[src/rtl/mem_port_arbiter.sv]
// Memory port arbiter: shares one memory port between instruction fetch and load/store,
// issuing one transaction at a time and returning data after a fixed read latency.
module mem_port_arbiter #(
  parameter int byte_addr_p  = 32,
  parameter int mem_lat_p    = 1,
  parameter int max_streak_p = 4
) (
  input  logic                   clk_i,
  input  logic                   rstn_i,
  input  logic                   if_req_i,
  input  logic [byte_addr_p-1:0] if_addr_i,
  output logic                   if_gnt_o,
  output logic                   if_rvalid_o,
  output logic [31:0]            if_rdata_o,
  input  logic                   ls_req_i,
  input  logic                   ls_we_i,
  input  logic [byte_addr_p-1:0] ls_addr_i,
  input  logic [31:0]            ls_wdata_i,
  output logic                   ls_gnt_o,
  output logic                   ls_rvalid_o,
  output logic [31:0]            ls_rdata_o,
  output logic [byte_addr_p-1:0] addr_o,
  output logic                   wr_en_o,
  output logic                   rd_en_o,
  output logic [31:0]            mem_data_o,
  input  logic [31:0]            mem_data_i
);
  typedef enum logic {ST_IDLE, ST_WAIT} state_e;
  typedef enum logic [1:0] {OWN_NONE, OWN_IF, OWN_LS} owner_e;

  localparam logic [2:0] MemLat    = 3'(mem_lat_p);
  localparam logic [3:0] MaxStreak = 4'(max_streak_p);

  state_e      state_q;
  owner_e      owner_q;
  logic        we_q;
  logic [2:0]  lat_q;
  logic [3:0]  streak_q, streak_d;
  logic        if_win, ls_win;
  logic        if_rvalid_q, ls_rvalid_q;
  logic [31:0] if_rdata_q, ls_rdata_q;

  // LS wins by default; IF is forced once LS has taken max_streak_p grants over it
  always_comb begin
    if_win = 1'b0;
    ls_win = 1'b0;
    if (state_q == ST_IDLE) begin
      if (if_req_i && (!ls_req_i || streak_q >= MaxStreak)) if_win = 1'b1;
      else if (ls_req_i)                                     ls_win = 1'b1;
    end
  end

  always_comb begin
    addr_o     = '0;
    wr_en_o    = 1'b0;
    rd_en_o    = 1'b0;
    mem_data_o = '0;
    if (if_win) begin
      addr_o  = if_addr_i;
      rd_en_o = 1'b1;
    end else if (ls_win) begin
      addr_o  = ls_addr_i;
      rd_en_o = !ls_we_i;
      wr_en_o = ls_we_i;
      if (ls_we_i) mem_data_o = ls_wdata_i;
    end
  end

  always_comb begin
    streak_d = streak_q;
    if (!if_req_i || if_win)                streak_d = '0;
    else if (ls_win && streak_q < MaxStreak) streak_d = streak_q + 4'd1;
  end

  always_ff @(posedge clk_i or negedge rstn_i) begin
    if (!rstn_i) begin
      state_q     <= ST_IDLE;
      owner_q     <= OWN_NONE;
      we_q        <= 1'b0;
      lat_q       <= '0;
      streak_q    <= '0;
      if_rvalid_q <= 1'b0;
      ls_rvalid_q <= 1'b0;
      if_rdata_q  <= '0;
      ls_rdata_q  <= '0;
    end else begin
      streak_q    <= streak_d;
      if_rvalid_q <= 1'b0;
      ls_rvalid_q <= 1'b0;
      case (state_q)
        ST_IDLE: begin
          if (if_win || ls_win) begin
            owner_q <= if_win ? OWN_IF : OWN_LS;
            we_q    <= ls_win && ls_we_i;
            lat_q   <= MemLat;
            state_q <= ST_WAIT;
          end
        end
        ST_WAIT: begin
          if (lat_q == 3'd1) begin
            if (owner_q == OWN_IF) begin
              if_rvalid_q <= 1'b1;
              if_rdata_q  <= mem_data_i;
            end else if (owner_q == OWN_LS) begin
              ls_rvalid_q <= 1'b1;
              if (!we_q) ls_rdata_q <= mem_data_i;
            end
            owner_q <= OWN_NONE;
            lat_q   <= '0;
            state_q <= ST_IDLE;
          end else begin
            lat_q <= lat_q - 3'd1;
          end
        end
        default: state_q <= ST_IDLE;
      endcase
    end
  end

  assign if_gnt_o    = if_win;
  assign ls_gnt_o    = ls_win;
  assign if_rvalid_o = if_rvalid_q;
  assign ls_rvalid_o = ls_rvalid_q;
  assign if_rdata_o  = if_rdata_q;
  assign ls_rdata_o  = ls_rdata_q;

endmodule

[config.mk]
export PLATFORM = sky130hd
export DESIGN_NAME = mem_port_arbiter
export DESIGN_NICKNAME = d
export VERILOG_FILES = /design/src/rtl/mem_port_arbiter.sv
export SDC_FILE = /design/constraint.sdc
export NUM_CORES = 1
export LEC_CHECK = 0
export ABC_AREA = 1
export CAP_MARGIN = 20
export CORE_MARGIN = 5
export CORE_UTILIZATION = 36
export DETAILED_ROUTE_END_ITERATION = 8
export PLACE_DENSITY_LB_ADDON = 0.1
export REMOVE_ABC_BUFFERS = 1
export SYNTH_ARGS = -nofsm -noshare
export SYNTH_HDL_FRONTEND = slang
export SYNTH_SLANG_ARGS = --single-unit
[constraint.sdc]
create_clock -name clk_i -period 2 [get_ports clk_i]
set_clock_uncertainty 0.15 [all_clocks]
set_input_delay 0.3 -clock clk_i [delete_from_list [all_inputs] [get_ports clk_i]]
set_output_delay 0.3 -clock clk_i [all_outputs]
set_load 0.03 [all_outputs]
==> results.ini <==
[status]
status = finished with violations
violations = negative setup slack

[worst_setup_path]
cpLargestDelayFamily = buffers and inverters
rrSetupSlack_ps = 160
startpoint_type = flip-flop
timing.rr.end = ls_rdata_o[3]
critical_path.cell_chain = nor2_1 -> nand2_2 -> buf_12 -> buf_12 -> nand4_1 -> nand2_1 -> buf_4
crit_top_cell = buf_12
worstRegToRegCells = 7
slowest_delay_ps = 410
startpoint = streak_q[2]
cp.arrival_ps = 1640
path_max_fanout = 13
critPathCaptureType = output port
critPathKind = reg2out
critPathRequiredTime_ps = 1550
rr_startpoint = lat_q[1]
cp_slowest_cell = dfrtp_1
worst-path-buf-inv = 3

[synthesis]
yosysMostFrequentCell = nand2_1
ys_top_cells_by_count = nand2_1 (205), dfrtp_1 (77), nand3_1 (71)
ys_types = 22
netlist.area_leader.share = 0.4798
synth_cells = 531
syn_avg_cell_area_um2 = 7.564
yosysSeqAreaShare = 0.4798
yosys-top-cells-area = dfrtp_1 (48%), nand2_1 (19%), nand3_1 (8.8%), nand4_1 (5.0%), o21ai_0 (4.9%)
ys_warn_count = 0
synth_flop_cell = dfrtp_1
syn_area_um2 = 4016
async_flop_share = 1.000
synth_edf_count = 0
ys_ff_latch = 77
synth_largest_area_cell = dfrtp_1

[clock_network]
htreeDepth = 3
tritoncts = done
clk_latency_ps = 340
clockRootBuffer = clkbuf_8
cts_buffers = 9
clk_pin_slew_ps = 80
numClockSinks = 77
cts_buffer_depth = 2

[floorplan]
die_width_um = 115.6
num_rows = 38
start_util = 0.3689
die_area_um2 = 13370
coreArea_um2 = 10890
ios = 267
fp.dieH_um = 115.6

[route]
route.vias.total = 4661
drc = 0
routed_wl_um = 15250
drt_iter0_markers = 216
avgViaCountPerCell = 4.932
antenna_left = 0
drt_first_pass_iters = 5
wl_per_cell_um = 16.14

[cells_and_area]
num_antenna_cells = 0
regArea_um2 = 1927
fillers = 931
drive_gt1_frac = 0.1727
nNetsFinal = 937
final_core_util = 0.6634
syn2layout_area_growth_pct = 79.84
multi_input_area_um2 = 1864

[power_and_ir_drop]
p_leak_uw = 0.003416
peakVddDrop_mv = 0.7762
p_per_area_nw_per_um2 = 1382

[placement]
place_congestion = 0.8553
dpl.hpwl_um = 11520
port_buffers = 266

[timing]
worstMarginPinSlew_ps = 371.7
post-route-min-period_ps = 2094
whs_ps = 257.4
period_share = 1.047
slew_violations = 0
relSlewSlack = 0.7522
setup_ws_ps = -93.81
fmax_ghz = 0.4776
rsz0062_at_grt = yes
hold_viol = 0
setup_viol = 64

[global_routing]
grt_pass1_vias = 4642
grt_max_degree = 37
antenna_found_initial = 0
grt_pass1_wl_um = 23590
grt_overflow = 0
track_usage = 0.2199

[worst_hold_path]
hp-class = in2async

[job]
maxCapViolCount = 0

==> worst max-delay path by stage <==
stage / endpoint / slack (ps) / depth (start not counted)
finish: addr_o[29] / -90 / 7
global route: wr_en_o / -200 / 7
CTS: addr_o[29] / -80 / 7
detailed placement: wr_en_o / -110 / 6
global placement: wr_en_o / -80 / 6
floorplan: mem_data_o[0] / -1080 / 3
==> placed cells by master, fill, tap and decap left out, types with 2 or more instances in the layout <==
cell and count:
nor2_2 6, nand2_2 5, buf_12 9, inv_1 13, nor2_1 29, dfrtp_1 77
bufinv_16 2, buf_6 28, nand3_1 68, o21ai_0 39, buf_4 66, nand4_1 32
nand2_1 201, clkbuf_8 9, nand3_2 3, ha_1 3, a21oi_1 2, clkdlybuf4s50_1 196
clkbuf_1 2
==> flip-flops by register name, summed over array words and instances (netlist names), 2 cells and up <==
register    count
if_rdata_o     32
ls_rdata_o     32
streak_q        4
lat_q           3
owner_q         2
==> layout make-up <==
class | count | area share
inverter | 14 | 0.007622
multi-input combinational | 397 | 0.2581
clock inverter | 4 | 0.01022
timing repair buffer | 302 | 0.4149
tap | 140 | 0.02425
clock buffer | 11 | 0.01819
sequential | 77 | 0.2668
==> per-stage QoR <==
step	setup slack, ps	setup TNS (ps)	cell area (um2)	cells	power [uW]
6_report	-93.81	-3022	7223	945	9979
5_1_grt	-199.8	-10450	7223	945	10640
4_1_cts	-76.28	-2194	7053	939	9974
3_5_place_dp	-109.7	-4285	6774	923	8648
3_3_place_gp	-81.88	-2141	6774	923	8537
2_1_floorplan	-1083	-53690	3779	488	5817
==> what timing repair did <==
| item | CTS | global route |
|---|---|---|
| pin swaps | 0 | 2 |
| setup buffers | 0 | 5 |
| endpoints found under the hold margin | 50 | 0 |
| resized for setup | 18 | 29 |
| setup endpoints to repair | 67 | 100 |
| hold buffers | 1 | 0 |
| cloned | 0 | 1 |
==> worst reg2reg max path, stage by stage, from the launching register on <==
cell	delay (ps)
dfrtp_1	380
inv_1	80
ha_1	210
nand3_4	210
nor2_8	290
nand2_8	210
nand2_1	130
nand2_1	60
==> logic make-up (layout without fill, tap and decap cells) <==
group                    Yosys count  count (layout)  synth area share
buffers and inverters             57             331           0.07227
AO/OA/AOI/OAI                     44              44           0.05576
AND/OR/NAND/NOR                  349             349            0.3807
flip-flops                        77              77            0.4798
adder cells (fa/ha/maj)            3               3          0.009347
XOR/XNOR                           1               1          0.002181
==> layer usage <==
metal  part of all wire  vias up  GRT usage  routed length [um]
li1                   -     2280          -                   -
met1               0.39     2199     0.2731                6018
met2               0.52      161     0.3831                7949
met3              0.065       21    0.05535                 996
met4              0.019        0    0.05800                 287
met5                  0        -          0                   0
==> where the power goes <==
part           switching (uW)  internal (uW)
clock                     543            698
sequential                400           2310
combinational            3660           2370
Power figures use the tool's default switching activity.
